--- config.mk ---
export PLATFORM = sky130hd
export DESIGN_NAME = imem_loader
export DESIGN_NICKNAME = d
export VERILOG_FILES = /design/src/rtl/imem_loader.sv
export SDC_FILE = /design/constraint.sdc
export NUM_CORES = 1
export LEC_CHECK = 0
export ABC_AREA = 0
export CORE_MARGIN = 4
export CORE_UTILIZATION = 60
export CTS_CLUSTER_DIAMETER = 30
export DETAILED_ROUTE_END_ITERATION = 8
export GPL_TIMING_DRIVEN = 0
export MAX_ROUTING_LAYER = met4
export PLACE_DENSITY = 0.94
export SKIP_LAST_GASP = 1
export SYNTH_ARGS = -nofsm -noshare
export SYNTH_HDL_FRONTEND = slang
export SYNTH_SLANG_ARGS = --single-unit
--- constraint.sdc ---
create_clock -name clk -period 7.45 [get_ports clk]
set_input_delay 1.1175 -clock clk [delete_from_list [all_inputs] [get_ports clk]]
set_output_delay 1.1175 -clock clk [all_outputs]
set_load 0.02 [all_outputs]
--- src/rtl/imem_loader.sv ---
// imem_loader: receives a length-prefixed little-endian program image as a
// byte stream and writes it, one 32-bit word at a time, into an instruction
// memory while holding the CPU in stall.
//
// Byte stream layout: N (16-bit little-endian word count), then 4*N data bytes,
// with each word sent least-significant byte first.
//
// Optional feature: define IMEM_LOADER_CHECKSUM_EN to require one trailing
// byte equal to the XOR of all data bytes. A mismatch aborts the load with
// error=1. With the macro undefined, there is no checksum stage and the load
// finishes directly after the last word write.

module imem_loader #(
   parameter int DEPTH  = 256,
   parameter int ADDR_W = 8
) (
   input  logic              clk,
   input  logic              reset,
   input  logic              start,
   input  logic              byte_valid,
   input  logic [7:0]        byte_data,
   output logic              byte_ready,
   output logic              mem_we,
   output logic [ADDR_W-1:0] mem_addr,
   output logic [31:0]       mem_wdata,
   output logic              cpu_hold,
   output logic              done,
   output logic              error
);

`ifdef IMEM_LOADER_CHECKSUM_EN
   typedef enum logic [2:0] {
      IDLE,
      LEN_LO,
      LEN_HI,
      DATA,
      WRITE,
      DONE,
      ERR,
      CSUM
   } state_t;
`else
   typedef enum logic [2:0] {
      IDLE,
      LEN_LO,
      LEN_HI,
      DATA,
      WRITE,
      DONE,
      ERR
   } state_t;
`endif

   state_t      state;
   logic [7:0]  len_lo;
   logic [15:0] word_len;
   logic [15:0] words_written;
   logic [1:0]  byte_cnt;
   logic [23:0] word_buf;
`ifdef IMEM_LOADER_CHECKSUM_EN
   logic [7:0]  csum;
`endif

   logic        accept;
   logic [15:0] len_full;
   logic        len_too_big;

   // A byte moves only when both sides agree in the same cycle.
   assign accept      = byte_valid && byte_ready;
   // The full word count, valid on the cycle the high length byte is accepted.
   assign len_full    = {byte_data, len_lo};
   assign len_too_big = {16'd0, len_full} > 32'(DEPTH);

   // Load sequencer: state, the datapath registers and all registered outputs.
   // byte_ready is updated together with every state change, so it is high
   // exactly while the state is one that consumes bytes.
   always_ff @(posedge clk) begin
      if (reset) begin
         state         <= IDLE;
         byte_ready    <= 1'b0;
         mem_we        <= 1'b0;
         mem_addr      <= '0;
         mem_wdata     <= 32'd0;
         cpu_hold      <= 1'b0;
         done          <= 1'b0;
         error         <= 1'b0;
         len_lo        <= 8'd0;
         word_len      <= 16'd0;
         words_written <= 16'd0;
         byte_cnt      <= 2'd0;
         word_buf      <= 24'd0;
`ifdef IMEM_LOADER_CHECKSUM_EN
         csum          <= 8'd0;
`endif
      end else begin
         case (state)
            IDLE, DONE, ERR: begin
               if (start) begin
                  state         <= LEN_LO;
                  byte_ready    <= 1'b1;
                  cpu_hold      <= 1'b1;
                  done          <= 1'b0;
                  error         <= 1'b0;
                  mem_addr      <= '0;
                  words_written <= 16'd0;
                  byte_cnt      <= 2'd0;
`ifdef IMEM_LOADER_CHECKSUM_EN
                  csum          <= 8'd0;
`endif
               end
            end

            LEN_LO: begin
               if (accept) begin
                  len_lo <= byte_data;
                  state  <= LEN_HI;
               end
            end

            LEN_HI: begin
               if (accept) begin
                  word_len <= len_full;
                  if (len_too_big) begin
                     state      <= ERR;
                     byte_ready <= 1'b0;
                     cpu_hold   <= 1'b0;
                     error      <= 1'b1;
                  end else if (len_full == 16'd0) begin
`ifdef IMEM_LOADER_CHECKSUM_EN
                     state      <= CSUM;
`else
                     state      <= DONE;
                     byte_ready <= 1'b0;
                     cpu_hold   <= 1'b0;
                     done       <= 1'b1;
`endif
                  end else begin
                     state <= DATA;
                  end
               end
            end

            DATA: begin
               if (accept) begin
                  byte_cnt <= byte_cnt + 2'd1;
`ifdef IMEM_LOADER_CHECKSUM_EN
                  csum     <= csum ^ byte_data;
`endif
                  case (byte_cnt)
                     2'd0: word_buf[7:0]   <= byte_data;
                     2'd1: word_buf[15:8]  <= byte_data;
                     2'd2: word_buf[23:16] <= byte_data;
                     default: begin
                        mem_wdata  <= {byte_data, word_buf};
                        mem_we     <= 1'b1;
                        byte_ready <= 1'b0;
                        state      <= WRITE;
                     end
                  endcase
               end
            end

            WRITE: begin
               // The address only advances when another word follows, so the
               // last word stays at N-1 and a full-depth load never wraps.
               mem_we        <= 1'b0;
               words_written <= words_written + 16'd1;
               if (words_written == word_len - 16'd1) begin
`ifdef IMEM_LOADER_CHECKSUM_EN
                  state      <= CSUM;
                  byte_ready <= 1'b1;
`else
                  state      <= DONE;
                  cpu_hold   <= 1'b0;
                  done       <= 1'b1;
`endif
               end else begin
                  mem_addr   <= mem_addr + ADDR_W'(1);
                  state      <= DATA;
                  byte_ready <= 1'b1;
               end
            end

`ifdef IMEM_LOADER_CHECKSUM_EN
            CSUM: begin
               if (accept) begin
                  byte_ready <= 1'b0;
                  cpu_hold   <= 1'b0;
                  if (byte_data == csum) begin
                     state <= DONE;
                     done  <= 1'b1;
                  end else begin
                     state <= ERR;
                     error <= 1'b1;
                  end
               end
            end
`endif

            default: begin
               state      <= IDLE;
               byte_ready <= 1'b0;
               mem_we     <= 1'b0;
               cpu_hold   <= 1'b0;
            end
         endcase
      end
   end

endmodule
==> run metrics <==
Net Sw Frac=0.2989; Hold Vio Cnt, Final=0; sequential fraction of design power=0.368; CTS tree=done; Clock Skew=0.006907 ns; crit-path max FO=10; Synth async-reset ratio=0; DP Area=5839 sq um; Yosys top cell area share=0.4425; WP data required=7.88 ns; Clock Latency Late Sink=0.53 ns; detail-routed via count per cell=6.514; worst path cell trace=inv_1 -> ha_1 -> nor3b_1 -> nand4_1 -> xnor2_1 -> nand4b_1 -> a2111o_1 -> a21oi_2 -> buf_6 -> nor3_1 -> o21a_1; Syn-to-layout area delta=24.70%; crit path launch type=flip-flop; Pwr Density=271.7 nW/um^2; Overall Power=1.747 mW; internal cell power=1.225 mW; DRC Markers=0; buffer depth of the longest clock path=2; post-route worst setup slack=4.207 ns; diodes inserted=0; gpl congestion=0.9176; minimum setup slack after placement=4.275 ns; Starting Density=0.6214; number of DRC markers in iteration 0=569; status=completed; Slew @ Worst Pin=1.248 ns; min Tclk post-route=3.243 ns; syn_nets=683; Routed Antenna Nets=0; cts bufs inserted=17; Synth Warn #=0; wire per inst=19.50 microns; Cell variety after synth=49; initial antenna violation count=0; cell area after layout=6431 sq um; Gate Count Post-Synth=664; GRT Total Usage=0.3452; Leak=2.168 nW; post-synthesis sequential area ratio=0.4425; crit path DAT=3.67 ns; Largest stage delay, worst path=0.68 ns; Ports=57; final hold slack=0.4531 ns; RSZ-0062 raised after global routing=no; max frequency=308.4 MHz; largest cells by area after synthesis=dfxtp_1 44%, nand2_1 11%, a21oi_1 9.6%; Post-synth EDFFs=0; Max IR drop VDD=0.1872 mV; GR Overflow Total=0; area of the multi-input gates=2673 sq um; first-pass GRT wire length=26.72 mm; fraction of layout cells with a size suffix above 1=0.06125; Mapped Avg Cell Area=7.767 sq um; vias in the first global route=5,563; IO Port Bufs=55; Largest delay share family, worst path=simple AND/OR/NAND/NOR gates; final setup fails=0; post-DP HPWL=9.992 mm; Period Utilization, post-route=0.4353; total die area=10,140 sq um; max-slew violation count=0; cell area after synthesis=5157 sq um; Pre-Repair DR Iteration Count=6; Slew HR=0.1617; type of the most critical hold path=reg -> reg; Psw=0.5222 mW; Synth Register Bits=114; Most used DFF post-synth=dfxtp_1; fill cell count=460; Setup CP Type=reg -> reg; Final #Nets=757; max_cap viols=0; FF+latch area=2282 sq um; setup TNS=0 ns; Clock Power Share=0.466; cts hold-fix bufs=0; H-Tree Depth=4; Post-CTS Resized=0; Reg clk slew, reported paths=0.06 ns; std cell rows=33; crit path capture type=flip-flop; Die H=100.7 microns; largest net degree at the start of global routing=17; clk root buf=clkbuf_8; Die Wd=100.7 microns; wirelength, routed=16.70 mm; worst path buffer plus inverter count=2; setup bufs post-CTS=0; Core ar.=8299 sq um; Vias=5,576; clock sinks=114; slowest CP cell=nor3b_1; area leader, netlist=dfxtp_1; Comb pwr share=0.165
==> cells in the final DEF (no fill, tap or decap), drive strengths merged, types with 2 or more instances in the layout <==
cell type	synthesis	final
ha	7	7
nor2b	4	4
nor3b	3	3
a21o	3	3
a311oi	3	3
o211ai	6	6
o21a	3	3
or4	4	4
bufinv	0	2
o21ai	13	13
clkinv	0	3
buf	3	3
nor2	45	45
nand2	153	153
a22oi	2	2
nand4	8	8
or2	6	6
o31ai	3	3
clkdlybuf4s50	0	55
nor3	13	13
a31oi	2	2
or3	11	11
nor4	10	10
dfxtp	114	114
xor2	5	5
clkinvlp	0	5
a21oi	100	100
xnor2	19	19
clkbuf	37	56
and3	6	6
nand2b	2	2
mux2i	10	10
inv	10	13
nand3	42	42
a211oi	3	3
o31a	2	2
==> per-layer routing <==
| layer | vias up | track usage | share of wire | wire (microns) |
|---|---|---|---|---|
| li1 | 2443 | - | - | - |
| met1 | 2577 | 0.3646 | 0.35 | 5799 |
| met2 | 423 | 0.5676 | 0.49 | 8203 |
| met3 | 133 | 0.1073 | 0.10 | 1742 |
| met4 | 0 | 0.2000 | 0.057 | 949 |
| met5 | - | - | 0 | 0 |
==> Yosys cell counts (all sizes together) (2+ instances only) <==
master  count
a211oi      3
a21o        3
a21oi     100
a22oi       2
a311oi      3
a31oi       2
and3        6
buf         3
clkbuf     37
dfxtp     114
ha          7
inv        10
mux2i      10
nand2     153
nand2b      2
nand3      42
nand4       8
nor2       45
nor2b       4
nor3       13
nor3b       3
nor4       10
o211ai      6
o21a        3
o21ai      13
o31a        2
o31ai       3
or2         6
or3        11
or4         4
xnor2      19
xor2        5
==> cell families after synthesis <==
group	count (synthesis)	synth area share
adders and majority gates	8	0.01892
and+or+nand+nor	311	0.2739
muxes	10	0.01941
DFF	114	0.4425
AOI/OAI and AO/OA	146	0.1608
xor gates and xnor gates	25	0.04512
buffers and inverters	50	0.03930
==> through the flow <==
stage | utilization | std cells
final | 0.7749 | 856
after global placement | 0.7036 | 824
after floorplan | - | 664
after global routing | 0.7749 | 856
after CTS | 0.7749 | 856
after detailed placement | 0.7036 | 824
==> worst min-delay path, cell delays in order (launching register included) <==
cell     delay, ns
dfxtp_1       0.31
nand2_1       0.05
a21oi_1       0.05
==> layout make-up <==
cell class / instances / area share
Clock buffer: 19 / 0.06868
Inverter: 10 / 0.005837
Buffer: 40 / 0.02568
Clock inverter: 13 / 0.02335
Sequential cell: 114 / 0.3549
Tap cell: 105 / 0.02043
Timing Repair Buffer: 55 / 0.08560
Multi-Input combinational cell: 500 / 0.4156
==> state kept, by name, summed over array words and instances (netlist names) <==
name / count
byte_cnt: 2
len_lo: 8
state: 3
done: 1
mem_we: 1
words_written: 16
mem_addr: 8
error: 1
mem_wdata: 32
byte_ready: 1
word_buf: 24
word_len: 16
cpu_hold: 1
==> power by group through the flow <==
stage / Sequential, mW / Combinational (mW) / Clock (mW)
after floorplan: 0.664 / 0.176 / 0
after global placement: 0.654 / 0.255 / 0
after detailed placement: 0.655 / 0.266 / 0
after CTS: 0.643 / 0.279 / 0.809
after global routing: 0.645 / 0.308 / 0.841
final: 0.643 / 0.289 / 0.815
==> final timing paths <==
path            startpoint             to  slack [ns]  cells past startpoint
max            word_len[0]    mem_addr[3]        4.21                     11
min          mem_wdata[13]  mem_wdata[13]        0.45                      2
max reg2reg    word_len[0]    mem_addr[3]        4.21                     11
min reg2reg  mem_wdata[13]  mem_wdata[13]        0.45                      2
No activity file was read; power rests on OpenSTA's default activity.
